[src/rtl/vga_timing_pkg.sv]
// Shared timing helpers and standard 800x600 mode constants for the VGA raster generator.
package vga_timing_pkg;

  typedef struct packed {
    logic hs;
    logic vs;
    logic de;
  } sync_t;

  typedef struct packed {
    int vis;
    int fp;
    int sp;
    int bp;
  } axis_t;

  localparam axis_t SVGA60_H = '{800, 40, 128, 88};
  localparam axis_t SVGA60_V = '{600, 1, 4, 23};
  localparam axis_t VESA72_H = '{800, 56, 120, 64};
  localparam axis_t VESA72_V = '{600, 37, 6, 23};

  function automatic int axis_total(input int vis, input int fp, input int sp, input int bp);
    return vis + fp + sp + bp;
  endfunction

  function automatic int sync_start(input int vis, input int fp);
    return vis + fp;
  endfunction

  function automatic int sync_end(input int vis, input int fp, input int sp);
    return vis + fp + sp;
  endfunction

  // Minimum width able to represent val (at least 1 bit).
  function automatic int coord_bits(input int val);
    for (int w = 1; w < 32; w++)
      if ((val >> w) == 0) return w;
    return 32;
  endfunction

endpackage

[src/rtl/vga_timing_gen_if.sv]
// Timing bus between the raster generator (master) and a pixel consumer (slave).
interface vga_timing_gen_if #(
  parameter int COORD_W = 11
) ();
  logic               PIX_CE;
  logic [COORD_W-1:0] PIX_X;
  logic [COORD_W-1:0] PIX_Y;
  logic               PIX_ACTIVE;
  logic               LINE_START;
  logic               FRAME_START;
  logic [7:0]         FRAME_COUNT;
  logic               VGA_HS;
  logic               VGA_VS;
  logic               VGA_DE;

  modport master (
    input  PIX_CE,
    output PIX_X, PIX_Y, PIX_ACTIVE, LINE_START, FRAME_START, FRAME_COUNT,
    output VGA_HS, VGA_VS, VGA_DE
  );

  modport slave (
    output PIX_CE,
    input  PIX_X, PIX_Y, PIX_ACTIVE, LINE_START, FRAME_START, FRAME_COUNT,
    input  VGA_HS, VGA_VS, VGA_DE
  );
endinterface

[src/rtl/vga_sync_delay.sv]
// CE-gated shift register of configurable depth; depth 0 is a straight wire.
module vga_sync_delay #(
  parameter int             W       = 3,
  parameter int             DEPTH   = 0,
  parameter logic [W-1:0]   RST_VAL = '0
) (
  input  logic         i_clk,
  input  logic         i_rst,
  input  logic         i_ce,
  input  logic [W-1:0] i_d,
  output logic [W-1:0] o_q
);

  if (DEPTH == 0) begin : g_pass
    logic w_unused;
    assign w_unused = ^{i_clk, i_rst, i_ce, RST_VAL};
    assign o_q      = i_d;
  end else begin : g_pipe
    logic [DEPTH-1:0][W-1:0] r_pipe;

    always_ff @(posedge i_clk) begin
      if (i_rst) begin
        r_pipe <= {DEPTH{RST_VAL}};
      end else if (i_ce) begin
        r_pipe[0] <= i_d;
        for (int k = 1; k < DEPTH; k++) r_pipe[k] <= r_pipe[k-1];
      end
    end

    assign o_q = r_pipe[DEPTH-1];
  end

endmodule

[src/rtl/vga_timing_gen.sv]
// Parametrised VGA raster timing generator: h/v counters, sync decode and an
// optional sync/DE delay line to match a downstream pixel pipeline.
module vga_timing_gen
  import vga_timing_pkg::*;
#(
  parameter int   H_VISIBLE_AREA = 800,
  parameter int   H_FRONT_PORCH  = 40,
  parameter int   H_SYNC_PULSE   = 128,
  parameter int   H_BACK_PORCH   = 88,
  parameter int   V_VISIBLE_AREA = 600,
  parameter int   V_FRONT_PORCH  = 1,
  parameter int   V_SYNC_PULSE   = 4,
  parameter int   V_BACK_PORCH   = 23,
  parameter logic HSYNC_POLARITY = 1'b0,
  parameter logic VSYNC_POLARITY = 1'b0,
  parameter int   COORD_W        = 11,
  parameter int   PIPE_DELAY     = 0
) (
  input  logic             VGA_CLK,
  input  logic             RESET,
  vga_timing_gen_if.master vif
);

  localparam int H_TOTAL  = axis_total(H_VISIBLE_AREA, H_FRONT_PORCH, H_SYNC_PULSE, H_BACK_PORCH);
  localparam int V_TOTAL  = axis_total(V_VISIBLE_AREA, V_FRONT_PORCH, V_SYNC_PULSE, V_BACK_PORCH);
  localparam int HS_START = sync_start(H_VISIBLE_AREA, H_FRONT_PORCH);
  localparam int HS_END   = sync_end(H_VISIBLE_AREA, H_FRONT_PORCH, H_SYNC_PULSE);
  localparam int VS_START = sync_start(V_VISIBLE_AREA, V_FRONT_PORCH);
  localparam int VS_END   = sync_end(V_VISIBLE_AREA, V_FRONT_PORCH, V_SYNC_PULSE);

  localparam logic [COORD_W-1:0] H_LAST = COORD_W'(H_TOTAL - 1);
  localparam logic [COORD_W-1:0] V_LAST = COORD_W'(V_TOTAL - 1);
  localparam logic [COORD_W-1:0] C_ONE  = COORD_W'(1);

  if (H_VISIBLE_AREA == 0 || H_FRONT_PORCH == 0 || H_SYNC_PULSE == 0 || H_BACK_PORCH == 0 ||
      V_VISIBLE_AREA == 0 || V_FRONT_PORCH == 0 || V_SYNC_PULSE == 0 || V_BACK_PORCH == 0)
  begin : g_err_zero
    $error("vga_timing_gen: every H/V timing parameter must be non-zero");
  end
  if (coord_bits(H_TOTAL - 1) > COORD_W || coord_bits(V_TOTAL - 1) > COORD_W) begin : g_err_width
    $error("vga_timing_gen: COORD_W too narrow for H_TOTAL-1 / V_TOTAL-1");
  end
  if (PIPE_DELAY < 0 || PIPE_DELAY > 15) begin : g_err_delay
    $error("vga_timing_gen: PIPE_DELAY must be 0..15");
  end

  logic [COORD_W-1:0] r_h;
  logic [COORD_W-1:0] r_v;
  logic [7:0]         r_frame_cnt;
  logic               w_h_wrap;
  logic               w_v_wrap;
  logic               w_active;
  logic               w_line_start;
  sync_t              w_sync_now;
  sync_t              w_sync_dly;

  assign w_h_wrap = (r_h == H_LAST);
  assign w_v_wrap = (r_v == V_LAST);

  always_ff @(posedge VGA_CLK) begin
    if (RESET) begin
      r_h         <= '0;
      r_v         <= '0;
      r_frame_cnt <= '0;
    end else if (vif.PIX_CE) begin
      if (w_h_wrap) begin
        r_h <= '0;
        if (w_v_wrap) begin
          r_v         <= '0;
          r_frame_cnt <= r_frame_cnt + 8'd1;
        end else begin
          r_v <= r_v + C_ONE;
        end
      end else begin
        r_h <= r_h + C_ONE;
      end
    end
  end

  assign w_active = (r_h < COORD_W'(H_VISIBLE_AREA)) && (r_v < COORD_W'(V_VISIBLE_AREA));

  // Vertical sync decodes v only, so it naturally switches at the h wrap.
  assign w_sync_now.hs = ((r_h >= COORD_W'(HS_START)) && (r_h < COORD_W'(HS_END))) ^ HSYNC_POLARITY;
  assign w_sync_now.vs = ((r_v >= COORD_W'(VS_START)) && (r_v < COORD_W'(VS_END))) ^ VSYNC_POLARITY;
  assign w_sync_now.de = w_active;

  vga_sync_delay #(
    .W       ($bits(sync_t)),
    .DEPTH   (PIPE_DELAY),
    .RST_VAL ({HSYNC_POLARITY, VSYNC_POLARITY, 1'b0})
  ) u_sync_delay (
    .i_clk (VGA_CLK),
    .i_rst (RESET),
    .i_ce  (vif.PIX_CE),
    .i_d   (w_sync_now),
    .o_q   (w_sync_dly)
  );

  assign w_line_start = (r_h == '0) && vif.PIX_CE && !RESET;

  assign vif.PIX_X       = r_h;
  assign vif.PIX_Y       = r_v;
  assign vif.PIX_ACTIVE  = w_active;
  assign vif.LINE_START  = w_line_start;
  assign vif.FRAME_START = w_line_start && (r_v == '0);
  assign vif.FRAME_COUNT = r_frame_cnt;
  assign vif.VGA_HS      = w_sync_dly.hs;
  assign vif.VGA_VS      = w_sync_dly.vs;
  assign vif.VGA_DE      = w_sync_dly.de;

endmodule
[src/flat_wrapper.sv]
// flat-port wrapper written by rule: the top's interface ports become plain ports
module vga_timing_gen_flat import vga_timing_pkg::*;
#(
  parameter int   H_VISIBLE_AREA = 800,
  parameter int   H_FRONT_PORCH  = 40,
  parameter int   H_SYNC_PULSE   = 128,
  parameter int   H_BACK_PORCH   = 88,
  parameter int   V_VISIBLE_AREA = 600,
  parameter int   V_FRONT_PORCH  = 1,
  parameter int   V_SYNC_PULSE   = 4,
  parameter int   V_BACK_PORCH   = 23,
  parameter logic HSYNC_POLARITY = 1'b0,
  parameter logic VSYNC_POLARITY = 1'b0,
  parameter int   COORD_W        = 11,
  parameter int   PIPE_DELAY     = 0
)
  (VGA_CLK, RESET, vif_PIX_CE, vif_PIX_X, vif_PIX_Y, vif_PIX_ACTIVE, vif_LINE_START, vif_FRAME_START, vif_FRAME_COUNT, vif_VGA_HS, vif_VGA_VS, vif_VGA_DE);
  vga_timing_gen_if #(.COORD_W(COORD_W)) vif_i ();
  input  logic VGA_CLK;
  input  logic RESET;
  input wire logic [$bits(vif_i.PIX_CE)-1:0] vif_PIX_CE;
  output wire logic [$bits(vif_i.PIX_X)-1:0] vif_PIX_X;
  output wire logic [$bits(vif_i.PIX_Y)-1:0] vif_PIX_Y;
  output wire logic [$bits(vif_i.PIX_ACTIVE)-1:0] vif_PIX_ACTIVE;
  output wire logic [$bits(vif_i.LINE_START)-1:0] vif_LINE_START;
  output wire logic [$bits(vif_i.FRAME_START)-1:0] vif_FRAME_START;
  output wire logic [$bits(vif_i.FRAME_COUNT)-1:0] vif_FRAME_COUNT;
  output wire logic [$bits(vif_i.VGA_HS)-1:0] vif_VGA_HS;
  output wire logic [$bits(vif_i.VGA_VS)-1:0] vif_VGA_VS;
  output wire logic [$bits(vif_i.VGA_DE)-1:0] vif_VGA_DE;
  assign vif_i.PIX_CE = vif_PIX_CE;
  assign vif_PIX_X = vif_i.PIX_X;
  assign vif_PIX_Y = vif_i.PIX_Y;
  assign vif_PIX_ACTIVE = vif_i.PIX_ACTIVE;
  assign vif_LINE_START = vif_i.LINE_START;
  assign vif_FRAME_START = vif_i.FRAME_START;
  assign vif_FRAME_COUNT = vif_i.FRAME_COUNT;
  assign vif_VGA_HS = vif_i.VGA_HS;
  assign vif_VGA_VS = vif_i.VGA_VS;
  assign vif_VGA_DE = vif_i.VGA_DE;
  vga_timing_gen #(.H_VISIBLE_AREA(H_VISIBLE_AREA), .H_FRONT_PORCH(H_FRONT_PORCH), .H_SYNC_PULSE(H_SYNC_PULSE), .H_BACK_PORCH(H_BACK_PORCH), .V_VISIBLE_AREA(V_VISIBLE_AREA), .V_FRONT_PORCH(V_FRONT_PORCH), .V_SYNC_PULSE(V_SYNC_PULSE), .V_BACK_PORCH(V_BACK_PORCH), .HSYNC_POLARITY(HSYNC_POLARITY), .VSYNC_POLARITY(VSYNC_POLARITY), .COORD_W(COORD_W), .PIPE_DELAY(PIPE_DELAY)) u_core (.VGA_CLK(VGA_CLK), .RESET(RESET), .vif(vif_i));
endmodule
[config.mk]
export PLATFORM = sky130hd
export DESIGN_NAME = vga_timing_gen_flat
export DESIGN_NICKNAME = d
export VERILOG_FILES = /design/src/rtl/vga_timing_pkg.sv /design/src/rtl/vga_timing_gen_if.sv /design/src/rtl/vga_sync_delay.sv /design/src/rtl/vga_timing_gen.sv /design/src/flat_wrapper.sv
export SDC_FILE = /design/constraint.sdc
export NUM_CORES = 1
export LEC_CHECK = 0
export ABC_AREA = 1
export CAP_MARGIN = 20
export CELL_PAD_IN_SITES_DETAIL_PLACEMENT = 0
export CELL_PAD_IN_SITES_GLOBAL_PLACEMENT = 1
export CORE_AREA = 2 2 82 84
export DETAILED_ROUTE_END_ITERATION = 16
export DIE_AREA = 0 0 84 86
export PLACE_DENSITY = 0.75
export SLEW_MARGIN = 10
export SYNTH_ARGS = -nofsm -noshare
export SYNTH_HDL_FRONTEND = slang
export SYNTH_SLANG_ARGS = --single-unit
[constraint.sdc]
create_clock -name VGA_CLK -period 2.73 [get_ports VGA_CLK]
set_input_delay 0.546 -clock VGA_CLK [delete_from_list [all_inputs] [get_ports VGA_CLK]]
set_output_delay 0.546 -clock VGA_CLK [all_outputs]
set_load 0.005 [all_outputs]
==> flow_metrics.py, run 1 <==
metrics = {
    "timing": {
        "whs_ps": 485.4,
        "finalCriticalPeriod_ps": 2568,
        "rsz0062_at_grt": "false",
        "finClkSkew_ps": 4.405,
        "finalHoldViolations": 0,
        "drv_slew": 0,
        "setup_ws_ps": 162.3,
        "fin_crit_sh_pct": 94.05,
        "tightest_slew_ps": 452.8,
        "finalSetupViolCount": 0,
        "relSlewSlack_pct": 69.73,
        "clock.fmax_mhz": 389.5,
    },
    "routing": {
        "drt-pass1-iter-count": 4,
        "wl_per_cell_um": 11.76,
        "wirelength_mm": 4.810,
        "ant_nets": 0,
        "via_per_inst": 4.677,
        "drc_errors": 0,
        "vias": 1913,
        "first_iter_violations": 59,
    },
    "floorplanning": {
        "chipHeight_um": 86,
        "start_util_pct": 29.68,
        "die-area_um2": 7224,
        "rows": 29,
        "ios": 39,
        "core_um2": 6277,
        "die_w_um": 84,
    },
    "cts": {
        "numCtsBuffers": 5,
        "clock-sinks": 30,
        "insertion_delay_ps": 290,
        "cts_setup_buffers": 0,
        "clkTransAtPathRegs_ps": 60,
        "ctsHoldBuffers": 0,
        "cts_resized": 1,
        "cts_tree": "yes",
        "clockBufferDepth": 2,
        "ctsHtreeMaxLevel": 2,
        "cts_root_buffer": "clkbuf_8",
    },
    "cells_and_area": {
        "drive_above_1_share_pct": 7.831,
        "final_common_cell": "nand2_1",
        "mostFrequentLayoutCells": "nand2_1, nor2_1, inv_1",
        "final_util_pct": 38.57,
        "final.fill_count": 682,
        "layoutNonFillerInstCount": 409,
        "antennaDiodeCount": 0,
        "layout.nets": 342,
        "synthToLayoutAreaGrowth_pct": 29.95,
    },
    "pwr": {
        "leakagePower_uw": 0.001006,
        "power_density_nw_per_um2": 352.7,
        "vdd_ir_drop_max_mv": 0.2050,
    },
    "synth": {
        "syn-cell-area_um2": 1863,
        "synthCells": 288,
        "ys_seq_area_share_pct": 32.24,
        "syn_avg_cell_area_um2": 6.469,
        "synth_edf_count": 0,
        "synth-seq-cells": 30,
        "synthArstFlopShare_pct": 0,
        "synth.distinct_cells": 33,
        "synthFlopType": "dfxtp_1",
        "syn-num-nets": 297,
        "synth_warnings": 0,
    },
    "placed_design": {
        "port_buffers": 38,
        "dp_slack_ps": -35.83,
        "hpwl_mm": 3.675,
        "dp_cells": 403,
        "gp_congestion": 0.7938,
    },
    "worst_setup_path": {
        "worstPathArrival_ps": 2020,
        "end_kind": "primary output",
        "crit_path_start_kind": "input port",
        "path_class": "input port to primary output",
        "worstPathRequired_ps": 2180,
        "worst-path-max-fanout": 2,
    },
    "status": {
        "status": "finished, final reports clean",
    },
    "flow_run": {
        "drv_cap": 0,
    },
    "hold_path": {
        "min_path_type": "flip-flop to flip-flop",
    },
    "grt": {
        "grt_pass1_vias": 1805,
        "grt_overflow": 0,
        "grt_pass1_wl_mm": 8.107,
        "antenna_found_initial": 0,
        "grt_util_all_layers_pct": 13.85,
        "grt_max_degree": 13,
    },
}
==> logic make-up (layout without fill, tap and decap cells) <==
logic type               Yosys count  count (layout)  share of synthesized area [%]
buffers and inverters             49              93                          10.88
AND/OR/NAND/NOR                  163             163                          40.03
flip-flops                        30              30                          32.24
AO/OA/AOI/OAI                     35              35                          10.48
XOR/XNOR                           5               5                          2.350
adder cells (fa/ha/maj)            6               6                          4.029
==> metal layers <==
metal / track usage [%] / wire [um] / up-vias / share of wire, %
met3: 3.561 / 224 / 6 / 4.7
li1: - / - / 1006 / -
met5: 0 / 0 / - / 0
met1: 17.38 / 2320 / 867 / 48
met4: 4.839 / 68 / 0 / 1.4
met2: 23.13 / 2197 / 34 / 46
==> worst max-delay path, stage by stage <==
cell,delay [ps]
clkdlybuf4s50_1,500
inv_2,40
nor2_1,80
nand3_1,70
nor3_1,140
buf_4,160
clkdlybuf4s50_1,490
==> metrics by stage <==
stage,cell area [um^2],TNS (ps),total power (uW)
floorplan,1863,0,479.4
global placement,2340,-35.48,502.2
detailed placement,2340,-35.83,502.4
CTS,2421,0,865.1
global route,2421,0,887.4
finish,2421,0,853.8
==> state kept, by name (all words and copies together) (netlist names) <==
| signal | count |
|---|---|
| u_core.vif.PIX_Y | 11 |
| u_core.vif.PIX_X | 11 |
| u_core.vif.FRAME_COUNT | 8 |
==> final timing paths <==
check                                            end  cells past startpoint  slack [ps]                  from
worst max-delay path                  vif_LINE_START                      7         160            vif_PIX_CE
worst min-delay path            u_core.vif.PIX_Y[10]                      2         490  u_core.vif.PIX_Y[10]
worst max register to register   u_core.vif.PIX_Y[1]                      8         930   u_core.vif.PIX_Y[0]
worst min register to register  u_core.vif.PIX_Y[10]                      2         490  u_core.vif.PIX_Y[10]
==> report_power, final <==
| group | switching [uW] | total [uW] | internal [uW] |
|---|---|---|---|
| logic | 25.4 | 48.1 | 22.7 |
| registers | 3.14 | 444 | 440 |
| clock network | 168 | 362 | 194 |
| total | 197 | 854 | 657 |
==> area by class of cell <==
type	count	area, um^2	share of cell area, %
clock buffer	6	82.58	3.411
inverter	44	165.2	6.822
multi-input combinational	209	1060	43.77
sequential	30	600.6	24.81
tap	77	96.34	3.979
timing repair buffer	43	416.7	17.21
==> cells in the mapped netlist (2+ instances only) <==
cell type | number | area [um^2]
nor2_1 | 52 | 195.2
inv_2 | 2 | 7.510
o21ai_0 | 19 | 95.09
nand2_1 | 63 | 236.5
nor3_1 | 8 | 40.04
dfxtp_1 | 30 | 600.6
inv_1 | 42 | 157.7
buf_4 | 3 | 22.52
a21oi_1 | 9 | 45.04
nor3_2 | 3 | 30.03
ha_1 | 6 | 75.07
nand2_2 | 3 | 18.77
nor2_4 | 2 | 22.52
nand3_1 | 18 | 90.09
nand4_1 | 7 | 43.79
xor2_1 | 4 | 35.03
No activity file was read; power rests on OpenSTA's default activity.
==> inputs of run 2 (changes only) <==
- GPL_TIMING_DRIVEN: not set -> 0
==> flow_metrics.py, run 2 (same netlist as run 1, synthesis figures left out) <==
metrics = {
    "status": {
        "status": "finished, final reports clean",
    },
    "cells_and_area": {
        "final.fill_count": 703,
        "layoutNonFillerInstCount": 409,
        "layout.nets": 341,
        "final_common_cell": "nand2_1",
        "antennaDiodeCount": 0,
        "mostFrequentLayoutCells": "nand2_1, nor2_1, inv_1",
        "drive_above_1_share_pct": 8.133,
        "stdcell_area_um2": 2415,
        "synthToLayoutAreaGrowth_pct": 29.62,
    },
    "timing": {
        "drv_slew": 0,
        "finalCriticalPeriod_ps": 2602,
        "whs_ps": 490.8,
        "relSlewSlack_pct": 68.02,
        "clock.fmax_mhz": 384.3,
        "fin_crit_sh_pct": 95.32,
        "tightest_slew_ps": 479.7,
        "finalHoldViolations": 0,
        "finalSetupViolCount": 0,
        "rsz0062_at_grt": "false",
        "finClkSkew_ps": 6.915,
    },
    "pwr": {
        "power_uw": 834.2,
        "power_density_nw_per_um2": 345.5,
        "vdd_ir_drop_max_mv": 0.1515,
        "leakagePower_uw": 0.0009961,
    },
    "routing": {
        "drt-pass1-iter-count": 4,
        "vias": 1931,
        "wirelength_mm": 4.893,
        "drc_errors": 0,
        "top_layer": "met4",
        "met1_length_mm": 2.414,
        "wl_per_cell_um": 11.96,
        "wl_met3_um": 178,
        "wl_met2_mm": 2.246,
        "ant_nets": 0,
        "first_iter_violations": 96,
        "via_per_inst": 4.721,
    },
    "placed_design": {
        "dpl_cell_area_um2": 2330,
        "port_buffers": 37,
        "gp_congestion": 0.7868,
        "dp_cells": 402,
        "hpwl_mm": 3.722,
    },
    "floorplanning": {
        "ios": 39,
        "core_um2": 6277,
        "chipHeight_um": 86,
        "die_w_um": 84,
        "rows": 29,
        "start_util_pct": 29.68,
        "die-area_um2": 7224,
    },
    "cts": {
        "clkTransAtPathRegs_ps": 70,
        "cts_tree": "yes",
        "numCtsBuffers": 5,
        "cts_setup_buffers": 0,
        "ctsHtreeMaxLevel": 2,
        "clockBufferDepth": 2,
        "insertion_delay_ps": 280,
        "cts_root_buffer": "clkbuf_8",
        "clock-sinks": 30,
    },
    "grt": {
        "grt_pass1_wl_mm": 8.073,
        "grt_max_degree": 11,
        "grt_pass1_vias": 1771,
        "antenna_found_initial": 0,
        "grt_overflow": 0,
        "grt_util_all_layers_pct": 13.85,
    },
    "worst_setup_path": {
        "end_kind": "primary output",
        "path_class": "input port to primary output",
        "reg2reg_depth": 9,
        "worstReg2RegStart": "u_core.vif.PIX_X[0]",
        "startpoint": "RESET",
        "worst-path-max-fanout": 5,
        "rrSetupSlack_ps": 1060,
        "reg2reg_to": "u_core.vif.PIX_Y[6]",
        "worstPathArrival_ps": 2060,
        "worstPathRequired_ps": 2180,
        "crit_path_start_kind": "input port",
    },
    "hold_path": {
        "hold_depth": 2,
        "min_to": "u_core.vif.PIX_Y[10]",
        "min_path_type": "flip-flop to flip-flop",
        "hp-start": "u_core.vif.PIX_Y[10]",
    },
    "flow_run": {
        "drv_cap": 0,
    },
}
## run 2: what timing repair did
item / CTS / global route
cloned: 0 / 0
endpoints found under the setup margin: 2 / 1
gates resized for setup: 3 / 1
pin swaps: 1 / 0
hold buffers: 0 / 0
## run 2: cell type report
cell class	instances	area [um^2]	area share (%)
buffer	5	37.54	1.554
clock buffer	7	76.32	3.161
inverter	44	165.2	6.839
multi-input combinational	209	1070	44.30
sequential	30	600.6	24.87
tap	77	96.34	3.990
timing repair buffer	37	369.1	15.28
## run 2: report_power, final
group | internal, uW | switching (uW)
Combinational | 19.8 | 25.9
Clock | 175 | 170
Sequential | 440 | 3.26
Total | 636 | 199
## run 2: critical path, stage by stage
cell and delay [ps]:
dlygate4sd2_1 310, inv_2 130, nand3_1 100, nor3_2 230
nor3b_2 230, clkdlybuf4s50_1 520
## run 2: layer usage
metal / up-vias / track usage [%]
li1: 1002 / -
met1: 885 / 18.16
met2: 38 / 22.84
met3: 6 / 3.272
met4: 0 / 3.959
met5: - / 0
## run 2: worst max path at each step
stage,cells past startpoint,to
floorplan,6,vif_FRAME_START
global placement,6,vif_FRAME_START
detailed placement,6,vif_FRAME_START
CTS,6,vif_FRAME_START
global route,6,vif_FRAME_START
finish,6,vif_FRAME_START
## run 2: stage by stage
stage	TNS, ps	utilization (%)	setup slack (ps)
3_3_place_gp	-418.4	37.11	-312.1
6_report	0	38.47	127.8
2_1_floorplan	0	-	850.2
3_5_place_dp	-441.5	37.11	-321.6
4_1_cts	0	38.39	117.8
5_1_grt	0	38.47	22.97
==> inputs of run 3 (changes only) <==
- clock period: 2.73 -> 2.56 ns (I/O delays scaled with it)
==> flow_metrics.py, run 3 (same netlist as run 1, synthesis figures left out) <==
metrics = {
    "status": {
        "status": "finished, final reports clean",
    },
    "routing": {
        "drc_errors": 0,
        "first_iter_violations": 89,
        "drt-pass1-iter-count": 4,
        "wl_per_cell_um": 11.88,
        "via_per_inst": 4.716,
        "vias": 1929,
        "wirelength_mm": 4.858,
        "ant_nets": 0,
    },
    "timing": {
        "clock.fmax_mhz": 401.1,
        "drv_slew": 0,
        "finClkSkew_ps": 6.997,
        "fin_crit_sh_pct": 97.38,
        "finalCriticalPeriod_ps": 2493,
        "tightest_slew_ps": 485.8,
        "finalSetupViolCount": 0,
        "relSlewSlack_pct": 67.61,
        "rsz0062_at_grt": "true",
        "whs_ps": 490.7,
        "finalHoldViolations": 0,
    },
    "cts": {
        "ctsHtreeMaxLevel": 2,
        "clock-sinks": 30,
        "insertion_delay_ps": 280,
        "numCtsBuffers": 5,
        "ctsHoldBuffers": 0,
        "cts_root_buffer": "clkbuf_8",
        "clockBufferDepth": 2,
        "cts_tree": "yes",
        "clkTransAtPathRegs_ps": 70,
    },
    "worst_setup_path": {
        "path_buf_inv": 3,
        "worstPathArrival_ps": 1980,
        "max_stage_delay_ps": 520,
        "worstPathRequired_ps": 2050,
        "path_cells": "dlygate4sd2_1, inv_2, nand3_1, nor3_4, nor3b_2, clkdlybuf4s50_1",
        "path_delay_family": "buffers and inverters",
        "end_kind": "primary output",
        "path_class": "input port to primary output",
        "crit_path_start_kind": "input port",
        "worst-path-max-fanout": 5,
        "crit_slowest_cell": "clkdlybuf4s50_1",
    },
    "hold_path": {
        "min_path_type": "flip-flop to flip-flop",
    },
    "cells_and_area": {
        "antennaDiodeCount": 0,
        "synthToLayoutAreaGrowth_pct": 30.15,
        "final.fill_count": 703,
        "final_common_cell": "nand2_1",
        "layout.nets": 341,
        "multiInputGateArea_um2": 1079,
        "mostFrequentLayoutCells": "nand2_1, nor2_1, inv_1",
        "final_util_pct": 38.63,
        "drive_above_1_share_pct": 8.735,
        "ff_latch_area_um2": 601.8,
    },
    "floorplanning": {
        "rows": 29,
        "start_util_pct": 29.68,
        "die_w_um": 84,
        "core_um2": 6277,
        "die-area_um2": 7224,
        "ios": 39,
        "chipHeight_um": 86,
    },
    "grt": {
        "grt_util_all_layers_pct": 13.85,
        "grt_overflow": 0,
        "grt_max_degree": 11,
        "grt_pass1_wl_mm": 8.073,
        "antenna_found_initial": 0,
        "grt_pass1_vias": 1771,
    },
    "placed_design": {
        "port_buffers": 37,
        "hpwl_mm": 3.722,
        "gp_congestion": 0.7868,
    },
    "pwr": {
        "power_uw": 889.9,
        "leakagePower_uw": 0.0009963,
        "power_density_nw_per_um2": 367.0,
        "vdd_ir_drop_max_mv": 0.1613,
    },
    "flow_run": {
        "drv_cap": 0,
    },
}
[run 3: cell counts in the layout (fill, tap and decap cells not counted)]
No cell type changed its count.
[run 3: metal layers]
| metal | global-route usage, % | part of all wire, % | vias to the layer above |
|---|---|---|---|
| met1 | 18.16 | 49 | 879 |
| met5 | 0 | 0 | - |
| li1 | - | - | 1004 |
| met3 | 3.272 | 3.7 | 8 |
| met2 | 22.84 | 45 | 38 |
| met4 | 3.959 | 1.6 | 0 |
[run 3: power by group]
part	switching [uW]	internal, uW
Combinational	28.4	21.5
Clock	180	187
Sequential	3.50	470
[run 3: worst min-delay path: stages, from the launching register on]
cell	delay [ps]
dfxtp_1	340
nand2_1	70
nand2_1	40
[run 3: area by class of cell]
| type | count | share of cell area (%) |
|---|---|---|
| Timing Repair Buffer | 37 | 15.22 |
| Clock buffer | 7 | 3.148 |
| Sequential cell | 30 | 24.82 |
| Multi-Input combinational cell | 209 | 44.48 |
| Tap cell | 77 | 3.973 |
| Buffer | 5 | 1.548 |
| Inverter | 44 | 6.811 |
[run 3: stage by stage]
stage / cells / worst slack (ps) / TNS [ps] / cell area (um^2)
floorplan: 288 / 748.2 / 0 / 1863
global placement: 402 / -414.1 / -622.4 / 2330
detailed placement: 402 / -423.6 / -645.5 / 2330
CTS: 409 / 15.80 / 0 / 2410
global route: 409 / -44.73 / -44.73 / 2425
finish: 409 / 66.96 / 0 / 2425
[run 3: final timing paths]
check / startpoint / to / slack, ps / cells past startpoint
max: RESET / vif_FRAME_START / 70 / 6
min: u_core.vif.PIX_Y[10] / u_core.vif.PIX_Y[10] / 490 / 2
max reg2reg: u_core.vif.PIX_X[0] / u_core.vif.PIX_Y[6] / 900 / 9
min reg2reg: u_core.vif.PIX_Y[10] / u_core.vif.PIX_Y[10] / 490 / 2
[run 3: repair_timing]
item	in CTS	in global routing
setup buffers	0	0
setup endpoints to repair	2	2
gates resized for setup	3	4
pin swaps	1	0
cloned	0	0
